<file path="src/rtl/load_store_unit.sv">
// Memory-access stage: runs one load or store on a req/ack bus, aligns byte lanes,
// extends load data and reports misalignment and bus timeout with a done pulse.
module load_store_unit #(
    parameter int unsigned TIMEOUT_CYCLES = 255
) (
    input  logic        clk,
    input  logic        rst_n,
    input  logic        start,
    input  logic        load,
    input  logic        store,
    input  logic [2:0]  funct3,
    input  logic [31:0] address,
    input  logic [31:0] store_data,
    output logic        busy,
    output logic        done,
    output logic [31:0] load_data,
    output logic        misaligned,
    output logic        bus_error,
    output logic        mem_request,
    output logic        mem_write,
    output logic [31:0] mem_address,
    output logic [3:0]  mem_byte_enable,
    output logic [31:0] mem_write_data,
    input  logic [31:0] mem_read_data,
    input  logic        mem_ack
);

    typedef enum logic [1:0] {
        S_IDLE    = 2'b00,
        S_REQUEST = 2'b01,
        S_DONE    = 2'b10
    } state_t;

    state_t      r_state;
    state_t      w_state_next;
    logic [2:0]  r_funct3;
    logic [1:0]  r_offset;
    logic        r_is_load;
    logic [31:0] r_count;
    logic        r_done;
    logic        r_misaligned;
    logic        r_bus_error;
    logic [31:0] r_load_data;
    logic        r_mem_request;
    logic        r_mem_write;
    logic [31:0] r_mem_address;
    logic [3:0]  r_mem_byte_enable;
    logic [31:0] r_mem_write_data;

    logic        w_accept;
    logic        w_misaligned;
    logic        w_timeout;
    logic [3:0]  w_byte_enable;
    logic [31:0] w_write_data;

    // Shift the addressed lane down to bit 0, then sign- or zero-extend by size.
    function automatic logic [31:0] extend_load(input logic [31:0] rdata,
                                                input logic [1:0]  offset,
                                                input logic [2:0]  f3);
        logic [31:0] shifted;
        shifted = rdata >> {offset, 3'b000};
        case (f3[1:0])
            2'b00:   extend_load = f3[2] ? {24'h000000, shifted[7:0]}
                                         : {{24{shifted[7]}}, shifted[7:0]};
            2'b01:   extend_load = f3[2] ? {16'h0000, shifted[15:0]}
                                         : {{16{shifted[15]}}, shifted[15:0]};
            default: extend_load = shifted;
        endcase
    endfunction

    assign w_accept     = start & (load ^ store);
    assign w_misaligned = (funct3[1] & (address[1:0] != 2'b00)) |
                          ((funct3[1:0] == 2'b01) & address[0]);
    // A zero timeout parameter means wait for the ack forever.
    assign w_timeout    = (TIMEOUT_CYCLES != 32'd0) && (r_count == (TIMEOUT_CYCLES - 32'd1));

    // Byte-lane enables and lane-replicated store data for the access size.
    always_comb begin
        w_byte_enable = 4'b1111;
        w_write_data  = store_data;
        case (funct3[1:0])
            2'b00: begin
                w_byte_enable = 4'b0001 << address[1:0];
                w_write_data  = {4{store_data[7:0]}};
            end
            2'b01: begin
                w_byte_enable = 4'b0011 << address[1:0];
                w_write_data  = {2{store_data[15:0]}};
            end
            default: begin
                w_byte_enable = 4'b1111;
                w_write_data  = store_data;
            end
        endcase
    end

    // State register.
    always_ff @(posedge clk or negedge rst_n) begin
        if (!rst_n) begin
            r_state <= S_IDLE;
        end else begin
            r_state <= w_state_next;
        end
    end

    // Next-state logic.
    always_comb begin
        w_state_next = r_state;
        case (r_state)
            S_IDLE: begin
                if (w_accept) begin
                    w_state_next = w_misaligned ? S_DONE : S_REQUEST;
                end else begin
                    w_state_next = S_IDLE;
                end
            end
            S_REQUEST: begin
                if (mem_ack || w_timeout) begin
                    w_state_next = S_DONE;
                end else begin
                    w_state_next = S_REQUEST;
                end
            end
            S_DONE:  w_state_next = S_IDLE;
            default: w_state_next = S_IDLE;
        endcase
    end

    // Operation latch, bus outputs, timeout counter and completion status.
    always_ff @(posedge clk or negedge rst_n) begin
        if (!rst_n) begin
            r_funct3          <= 3'b000;
            r_offset          <= 2'b00;
            r_is_load         <= 1'b0;
            r_count           <= 32'd0;
            r_done            <= 1'b0;
            r_misaligned      <= 1'b0;
            r_bus_error       <= 1'b0;
            r_load_data       <= 32'd0;
            r_mem_request     <= 1'b0;
            r_mem_write       <= 1'b0;
            r_mem_address     <= 32'd0;
            r_mem_byte_enable <= 4'b0000;
            r_mem_write_data  <= 32'd0;
        end else begin
            r_done       <= 1'b0;
            r_misaligned <= 1'b0;
            r_bus_error  <= 1'b0;
            case (r_state)
                S_IDLE: begin
                    if (w_accept) begin
                        r_funct3  <= funct3;
                        r_offset  <= address[1:0];
                        r_is_load <= load;
                        r_count   <= 32'd0;
                        if (w_misaligned) begin
                            r_done       <= 1'b1;
                            r_misaligned <= 1'b1;
                            r_load_data  <= 32'd0;
                        end else begin
                            r_mem_request     <= 1'b1;
                            r_mem_write       <= store;
                            r_mem_address     <= {address[31:2], 2'b00};
                            r_mem_byte_enable <= w_byte_enable;
                            r_mem_write_data  <= w_write_data;
                        end
                    end
                end
                S_REQUEST: begin
                    if (mem_ack) begin
                        r_mem_request <= 1'b0;
                        r_done        <= 1'b1;
                        r_load_data   <= r_is_load ? extend_load(mem_read_data, r_offset, r_funct3)
                                                   : 32'd0;
                    end else if (w_timeout) begin
                        r_mem_request <= 1'b0;
                        r_done        <= 1'b1;
                        r_bus_error   <= 1'b1;
                        r_load_data   <= 32'd0;
                    end else begin
                        r_count <= r_count + 32'd1;
                    end
                end
                default: begin
                end
            endcase
        end
    end

    assign busy            = (r_state != S_IDLE);
    assign done            = r_done;
    assign load_data       = r_load_data;
    assign misaligned      = r_misaligned;
    assign bus_error       = r_bus_error;
    assign mem_request     = r_mem_request;
    assign mem_write       = r_mem_write;
    assign mem_address     = r_mem_address;
    assign mem_byte_enable = r_mem_byte_enable;
    assign mem_write_data  = r_mem_write_data;

endmodule
</file>
<file path="config.mk">
export PLATFORM = sky130hd
export DESIGN_NAME = load_store_unit
export DESIGN_NICKNAME = d
export VERILOG_FILES = /design/src/rtl/load_store_unit.sv
export SDC_FILE = /design/constraint.sdc
export NUM_CORES = 1
export LEC_CHECK = 0
export CAP_MARGIN = 20
export CORE_UTILIZATION = 43
export DETAILED_ROUTE_END_ITERATION = 10
export GPL_TIMING_DRIVEN = 0
export PLACE_DENSITY = 0.78
export SETUP_SLACK_MARGIN = 0.4
export SLEW_MARGIN = 20
export SYNTH_ARGS = -nofsm -noshare
export SYNTH_HDL_FRONTEND = slang
export SYNTH_SLANG_ARGS = --single-unit
</file>
<file path="constraint.sdc">
create_clock -name clk -period 2.2 [get_ports clk]
set_input_delay 0.22 -clock clk [delete_from_list [all_inputs] [get_ports clk]]
set_output_delay 0.22 -clock clk [all_outputs]
set_load 0.02 [all_outputs]
</file>
# Word level (Yosys, flattened, before mapping)
# Cells that the tools add are included.
# Widths: inputs -> output; s select.
totals:
  register_bits: 143
  elab_cells: 78
  inputBits: 105
op_classes:
  shifts: 3
  eq_ne: 10
  n_addsub: 1
  bitwise: 6
  mux: 32
  reduce_logical: 12
ops:
  columns: ["cell", "count"]
  rows:
  - ["$mux 32", 10]
  - ["$pmux 32 s2", 4]
  - ["$add 32x1->32 const B", 1]
  - ["$eq 32x8->1 const B", 1]
  - ["$shr 32x5->32", 1]
  - ["$reduce_and 4->1", 3]
  - ["$mux 1", 11]
  - ["$ne 2x2->1 const B", 5]
  - ["$pmux 4 s2", 1]
  - ["$eq 2x1->1 const B", 3]
  - ["$logic_not 2->1", 3]
  - ["$mux 2", 3]
  - ["$reduce_bool 2->1", 3]
  - ["$pmux 1 s2", 2]
  - ["$pmux 2 s2", 1]
  - ["$shl 1x2->4 const A", 1]
  - ["$shl 2x2->4 const A", 1]
  - ["$and 1x1->1", 3]
  - ["$ne 3x3->1 const B", 1]
  - ["$reduce_and 3->1", 1]
  - ["$reduce_and 2->1", 1]
  - ["$logic_or 1x1->1", 1]
  - ["$not 1->1", 1]
  - ["$or 1x1->1", 1]
  - ["$xor 1x1->1", 1]

# Logic depth before layout (Yosys ltp)
# Gate-level depths: netlist of run 1.
logic_depth:
  ltp_word: 6
  mapped_depth: 8
  ltp_nobuf: 6

# Worst setup path after synthesis of run 1
# No wires, ideal clock.
synth_timing:
  path_kind: "register to register"
  startpoint: "reg r_count[0]"
  endpoint: "reg r_load_data[29] (netlist: load_data[29])"
  arrival_time_ps: 2118
  stages_incl_launch_ff: 8
  path_slack_ps: -44
  setup_time_ps: 126
  path_cell_list: "dfrtp_1 > inv_1 > ha_1 > or4bb_1 > o31ai_1 > a21oi_1 > clkbuf_1 > a221o_1"
synth_via:
  elab_chain_cells: 3
synth_rtl:
  columns: ["item", "line_no", "rtl"]
  rows:
  - ["start: declaration", "39", "logic [31:0] r_count;"]
  - ["start signal: assignment", "181", "r_count <= r_count + 32'd1;"]
  - ["$eq 32x8->1", "75", "assign w_timeout = (TIMEOUT_CYCLES != 32'd0) && (r_count == (TIMEOUT_CYCLES - 32'd1));"]
  - ["$ne 3x3->1 (no line)", null, null]
  - ["$reduce_and 4->1 (no line)", null, null]
  - ["end signal: assignment", "173", "r_load_data <= r_is_load ? extend_load(mem_read_data, r_offset, r_funct3)"]
  - ["end: declaration", "43", "logic [31:0] r_load_data;"]
# No other way between the ends.
# A chain may end at the register's enable or synchronous reset.

# Worst setup path in the final report of run 1
layout_timing:
  startpoint: "reg r_count[0]"
  endpoint: "reg r_load_data[2] (netlist: load_data[2])"
# Same word-level chain as after synthesis.

==> impl_metrics.csv, run 1 <==
group,metric,value,unit
logic_synthesis,synthesis.area,6800,sq um
die,start_util,44.4,%
cells_and_area,syn_to_final_growth,55.9,%
drt,viasPerCell,5.59,
global_route,overflow,0,
timing,rsz0062_at_grt,"true",
timing,finalSetupTns,0,ns
drt,drc,0,
power_and_ir_drop,swShare,33.3,%
power_and_ir_drop,pwr-share-comb,37.8,%
clock_tree,cts_max_path_buffers,2,
cells_and_area,layout_commonest_cell,"clkdlybuf4s50_1",
power_and_ir_drop,intPower,6.91,mW
clock_tree,path_clk_slew,0.06,ns
drt,vias,6331,
die,top_level_ports,211,
cells_and_area,final_util,69.2,%
hold_path,hold_start,"address[0]",
global_route,grt_pass1_wl,32.3,mm
drt,drtIter0Drc,511,
global_route,antenna_found_initial,0,
die,die-area,16300,sq um
die,design.core.area,15300,sq um
power_and_ir_drop,power.switching,3.46,mW
logic_synthesis,synth_cell_type_count,52,
power_and_ir_drop,pwr-share-clk,27.2,%
logic_synthesis,ys.flop_type,"dfrtp_1",
place,routabilityCongestion,0.894,
critical_path,reg2reg_slack,0.1,ns
critical_path,startpoint_type,"register",
timing,finalHoldViolCount,0,
cells_and_area,layout_common_cells,"clkdlybuf4s50_1 (203), dfrtp_1 (129), nand2_1 (69)",
place,place_area,9290,sq um
cells_and_area,insertedDiodeCount,0,
drt,wirelength,21.3,mm
timing,slew_headroom,32.9,%
timing,worstMarginPinSlew,1.00,ns
hold_path,hold_path_class,"in -> reg",
place,place_hpwl,14.1,mm
logic_synthesis,yosys_warnings,0,
logic_synthesis,netlist.top_cell.by_area,"dfrtp_1",
place,port-buffer-count,205,
timing,period_needed,2.10,ns
critical_path,r2r-start,"r_count[0]",
power_and_ir_drop,ir_drop,0.613,mV
logic_synthesis,synthCells,642,
drt,antenna_left,0,
power_and_ir_drop,powerDensity,978,nW/um^2
global_route,grt_pass1_vias,6115,
drt,wire_per_inst,18.8,um
place,placed_cells,1060,
cells_and_area,fill_cells,1144,
cells_and_area,final_cells,1132,
critical_path,path_max_fanout,5,
critical_path,reg2reg_depth,8,
global_route,grt_max_degree,87,
timing,setup_viol,0,
critical_path,r2r-end,"load_data[2]",
timing,worst_clock_skew,0.0101,ns
clock_tree,cts_made_buffers,17,
cells_and_area,drive_gt1_share,23.9,%
hold_path,min_path_cells,3,
clock_tree,root_buffer,"clkbuf_16",
clock_tree,clkSinkCount,142,
critical_path,cp-end-kind,"register",
timing,final-max-slew-violation-count,0,
critical_path,crit_required,2.50,ns
cells_and_area,multi_input_area,3450,sq um
logic_synthesis,synthTopCellsByArea,"dfrtp_1 (52%), mux2_2 (8.0%), mux2i_1 (5.2%)",
logic_synthesis,syn_area_per_cell,10.6,sq um
die,dieWidth,128,um
cells_and_area,seqCellArea,3570,sq um
critical_path,worstSetupPathType,"reg -> reg",
logic_synthesis,yosysSeqAreaShare,52.3,%
logic_synthesis,ys_async_sr_fraction,100,%
die,rows,45,
power_and_ir_drop,p_leak,4.56,nW
logic_synthesis,ys_ff_latch,142,
critical_path,arrival,2.40,ns
run,max_cap_violations,0,
die,dieHeight,128,um
hold_path,min_to,"r_offset[0]",
timing,fin_crit_sh,95.5,%
power_and_ir_drop,p_seq_share,35.0,%
status,outcome,"finished clean",
logic_synthesis,synth_top_area_share,52.3,%
drt,drt-pass1-iter-count,5,
cells_and_area,nNetsFinal,1016,
clock_tree,clock_latency,0.42,ns
clock_tree,cts_tree,"built",
cells_and_area,final_area,10600,sq um
global_route,grtUsageTotal,25.7,%
timing,max_freq,0.476,GHz
clock_tree,htree_levels,4,
logic_synthesis,synth-edff-count,0,
## through the flow
stage          worst slack [ns]  hold WS, ns  power (mW)
2_1_floorplan             0.218      -0.0756        5.52
3_3_place_gp              -5.53        0.460        7.32
3_5_place_dp             -0.376        0.175        7.39
4_1_cts                  0.0775        0.171        10.3
5_1_grt                 0.00690        0.227        10.9
6_report                 0.0990        0.196        10.4
## per-layer routing
metal	vias up	track usage (%)	wire length [um]
met4	0	9.90	647
met5	-	0	0
met3	44	7.89	1540
met2	284	42.1	10600
met1	3129	31.8	8510
li1	2874	-	-
## what timing repair did
item	CTS	global route
cloned	1	0
hold buffers	1	0
gates resized for setup	25	107
setup endpoints to repair	135	136
setup buffers	22	17
hold endpoints to repair	56	0
pin swaps	21	28
## worst max-delay path, cell delays in order (launching register included)
cell and delay (ns):
dfrtp_1 0.40, inv_2 0.08, ha_4 0.12, or4bb_4 0.49, o31ai_4 0.26, a21oi_4 0.15
buf_6 0.15, buf_12 0.12, a32o_1 0.21
## registers in the layout, summed over array words and instances, names as in the netlist
signal	cells
load_data	32
mem_write_data	32
r_count	32
mem_address	30
mem_byte_enable	4
r_funct3	3
r_offset	2
bus_error	1
done	1
mem_request	1
mem_write	1
misaligned	1
r_is_load	1
r_state	1
## power groups by stage
stage	sequential [mW]	clock [mW]	combinational [mW]
final	3.63	2.82	3.91
after global routing	3.72	2.99	4.16
after CTS	3.63	2.86	3.80
after detailed placement	3.67	0	3.72
after global placement	3.64	0	3.68
after floorplan	4.36	0	1.16
## worst max-delay path by stage
stage / cells after the start / slack [ns] / start / end
3_3_place_gp: 1 / -5.53 / rst_n / done
4_1_cts: 7 / 0.08 / r_count[0] / load_data[26]
6_report: 8 / 0.1 / r_count[0] / load_data[2]
5_1_grt: 6 / 0.007 / r_count[8] / r_count[13]
2_1_floorplan: 7 / 0.22 / r_count[0] / load_data[29]
3_5_place_dp: 7 / -0.38 / load / load_data[26]
## synth_stat cells, types with 3 or more instances
| master | instances |
|---|---|
| dfrtp_1 | 142 |
| nand2_1 | 72 |
| o21ai_0 | 52 |
| mux2_2 | 48 |
| nor2_1 | 40 |
| mux2i_1 | 35 |
| clkbuf_1 | 34 |
| a21oi_1 | 31 |
| nand3_1 | 17 |
| a221o_1 | 16 |
| or3_1 | 16 |
| nand4_1 | 12 |
| nor2b_1 | 10 |
| nor4_1 | 10 |
| inv_1 | 9 |
| xnor2_1 | 8 |
| a211o_1 | 7 |
| a22o_1 | 7 |
| a32o_1 | 7 |
| nor3_1 | 7 |
| or4_1 | 6 |
| xor2_1 | 6 |
| and3_1 | 5 |
| a21o_1 | 3 |
| and2_1 | 3 |
| buf_4 | 3 |
## cell families after synthesis
family	Yosys count	share of synthesized area [%]
xor+xnor	14	1.80
flops	142	52.3
compound gates	136	13.5
mux	83	13.1
buf+inv	50	2.96
other cells	1	0.0552
simple gates	214	16.0
fa+ha+maj	2	0.368
## layout make-up
type | count | area share [%]
Multi-Input combinational cell | 451 | 32.6
Inverter | 9 | 0.319
Clock inverter | 10 | 1.07
Timing Repair Buffer | 247 | 23.0
Buffer | 41 | 2.46
Sequential cell | 142 | 33.7
Tap cell | 211 | 2.49
Clock buffer | 21 | 4.35
Note: power is estimated with default switching activity, not from simulation.
==> inputs of run 2 (changes only) <==
--- a/config.mk
+++ b/config.mk
@@ -6,12 +6,13 @@
 export NUM_CORES = 1
 export LEC_CHECK = 0
 export CAP_MARGIN = 20
-export CORE_UTILIZATION = 43
+export CORE_UTILIZATION = 47
 export DETAILED_ROUTE_END_ITERATION = 10
 export GPL_TIMING_DRIVEN = 0
-export PLACE_DENSITY = 0.78
+export PLACE_DENSITY = 0.81
 export SETUP_SLACK_MARGIN = 0.4
 export SLEW_MARGIN = 20
 export SYNTH_ARGS = -nofsm -noshare
 export SYNTH_HDL_FRONTEND = slang
 export SYNTH_SLANG_ARGS = --single-unit
+export TNS_END_PERCENT = 30
==> constraint.sdc (replaced) <==
create_clock -name clk -period 2 [get_ports clk]
set_input_delay 0.2 -clock clk [delete_from_list [all_inputs] [get_ports clk]]
set_output_delay 0.2 -clock clk [all_outputs]
set_load 0.02 [all_outputs]
==> run 2 against run 1 <==
The flow now finishes with violations (negative setup slack). Non-clock buffer count increased by 9. Maximum frequency shrank 11%. Combinational power is 21% higher. Utilization rose by 12 points. Clock power is 3% higher. Setup slack worse by 0.45 ns. Count of clock-buffer cells in the layout is 2 lower. Wire length grew 25%. Worst hold slack better by 0.036 ns. Critical path type unchanged. Highest routed layer unchanged.
==> impl_metrics.csv, run 2 (same netlist as run 1, synthesis figures left out) <==
group,metric,value,unit
status,outcome,"finished with violations",
status,violations,"negative setup slack",
power_and_ir_drop,power.switching,4.23,mW
global_route,grt_pass1_vias,6629,
cells_and_area,layout_common_cells,"dfrtp_1 (133), clkdlybuf4s50_1 (106), dlymetal6s2s_1 (96)",
cells_and_area,fill_cells,700,
die,die-area,14900,sq um
place,place_hpwl,14.7,mm
global_route,grt_pass1_wl,33.7,mm
clock_tree,htree_levels,4,
critical_path,crit_path_end,"r_count[7]",
cells_and_area,syn_to_final_growth,67.5,%
die,design.core.area,14000,sq um
die,start_util,48.6,%
critical_path,r2r-start,"r_count[22]",
cells_and_area,insertedDiodeCount,0,
timing,max_freq,0.426,GHz
clock_tree,cts_tree,"built",
critical_path,reg2reg_depth,7,
clock_tree,cts_max_path_buffers,2,
critical_path,path_max_fanout,5,
place,dp_slack,-0.552,ns
drt,vias,6908,
timing,fin_crit_sh,117,%
power_and_ir_drop,p_leak,6.10,nW
critical_path,cp-end-kind,"register",
drt,antenna_left,0,
drt,wirelength,26.7,mm
timing,worst_clock_skew,0.0103,ns
cells_and_area,layout_commonest_cell,"dfrtp_1",
timing,holdWs,0.232,ns
timing,slew_headroom,26.8,%
critical_path,r2r-end,"r_count[7]",
die,rows,43,
timing,setup_ws,-0.348,ns
critical_path,worstSetupPathType,"reg -> reg",
place,port-buffer-count,205,
clock_tree,path_clk_slew,0.06,ns
clock_tree,clock_latency,0.44,ns
timing,rsz0062_at_grt,"true",
run,max_cap_violations,0,
power_and_ir_drop,powerDensity,1030,nW/um^2
critical_path,cp_slowest_cell,"dfrtp_1",
die,dieWidth,122,um
die,dieHeight,122,um
power_and_ir_drop,pwr-share-comb,40.3,%
clock_tree,clkSinkCount,142,
power_and_ir_drop,p_seq_share,34.9,%
cells_and_area,nNetsFinal,1025,
timing,final-max-slew-violation-count,0,
power_and_ir_drop,ir_drop,0.851,mV
power_and_ir_drop,swShare,36.1,%
critical_path,crit_required,2.35,ns
timing,finalHoldViolCount,0,
critical_path,cpPeakStageDelay,0.46,ns
critical_path,reg2reg_slack,-0.35,ns
hold_path,hold_path_class,"in -> reg",
place,routabilityCongestion,0.944,
global_route,antenna_found_initial,0,
drt,viasPerCell,6.22,
drt,drt-pass1-iter-count,5,
global_route,grt_max_degree,105,
drt,wire_per_inst,24.1,um
cells_and_area,drive_gt1_share,30.0,%
die,top_level_ports,211,
power_and_ir_drop,pwr-share-clk,24.8,%
drt,drc,0,
critical_path,arrival,2.70,ns
critical_path,path_cells,"nor4_1, nand4_1, buf_4, nor4_4, clkbuf_8, and3b_1, nor2_1",
global_route,overflow,0,
power_and_ir_drop,intPower,7.50,mW
timing,period_needed,2.35,ns
global_route,grtUsageTotal,29.6,%
timing,setup_viol,55,
clock_tree,cts_made_buffers,17,
critical_path,crit_start,"r_count[22]",
clock_tree,root_buffer,"clkbuf_16",
critical_path,startpoint_type,"register",
timing,worstMarginPinSlew,1.09,ns
drt,drtIter0Drc,669,
## run 2: worst min path at each step
stage	startpoint	end	slack (ns)	cells past startpoint
floorplan	rst_n	bus_error	-0.1	0
global placement	mem_write_data[24]	mem_write_data[24]	0.46	2
detailed placement	rst_n	r_count[4]	0.10	1
CTS	address[0]	r_offset[0]	0.16	3
global route	rst_n	r_count[4]	0.27	2
finish	address[0]	r_offset[0]	0.23	3
## run 2: worst max-delay path, delay by kind of cell, from the launching register on
family        cells  cell delay (ns)
flops             1             0.46
simple gates      5             1.34
buf+inv           2             0.46
## run 2: cell type report
cell class              instances  area [sq um]  area share (%)
well taps                     180           225            1.98
multi-input cells             451          3830            33.7
inverters                       9          33.8           0.297
clock buffers                  19           443            3.89
clock inverters                12          90.1           0.792
repair buffers                256          2770            24.4
plain buffers                  41           420            3.69
flip-flops and latches        142          3560            31.3
## run 2: per-stage QoR
step | TNS [ns] | utilization (%) | power (mW) | area, sq um | cells
after global routing | -13.79 | 81.4 | 12.1 | 11400 | 1110
after CTS | -2.02 | 74.6 | 11.3 | 10400 | 1093
final | -12.03 | 81.4 | 11.7 | 11400 | 1110
after detailed placement | -39.10 | 66.2 | 8.14 | 9260 | 1029
after floorplan | 0 | - | 6.08 | 6950 | 643
after global placement | -715.24 | 66.0 | 8.04 | 9230 | 1028
## run 2: power groups by stage
stage	registers, mW	logic (mW)	clock network [mW]
2_1_floorplan	4.80	1.28	0
3_3_place_gp	4.01	4.03	0
3_5_place_dp	4.04	4.09	0
4_1_cts	4.02	4.38	2.90
5_1_grt	4.15	4.93	3.04
6_report	4.10	4.73	2.91
## run 2: repair_timing
item                                   CTS  global route
setup buffers                           31            14
cloned                                   1             3
resized for setup                      113           256
endpoints found under the hold margin   38             0
setup endpoints to repair              210           242
pin swaps                               45            64
hold buffers                             1             0
## run 2: layer usage
layer	up-vias	track usage (%)	wire length, um
met3	118	8.36	2510
met5	-	0	0
met2	487	48.5	13000
met1	3403	35.7	9880
li1	2900	-	-
met4	0	14.6	1330
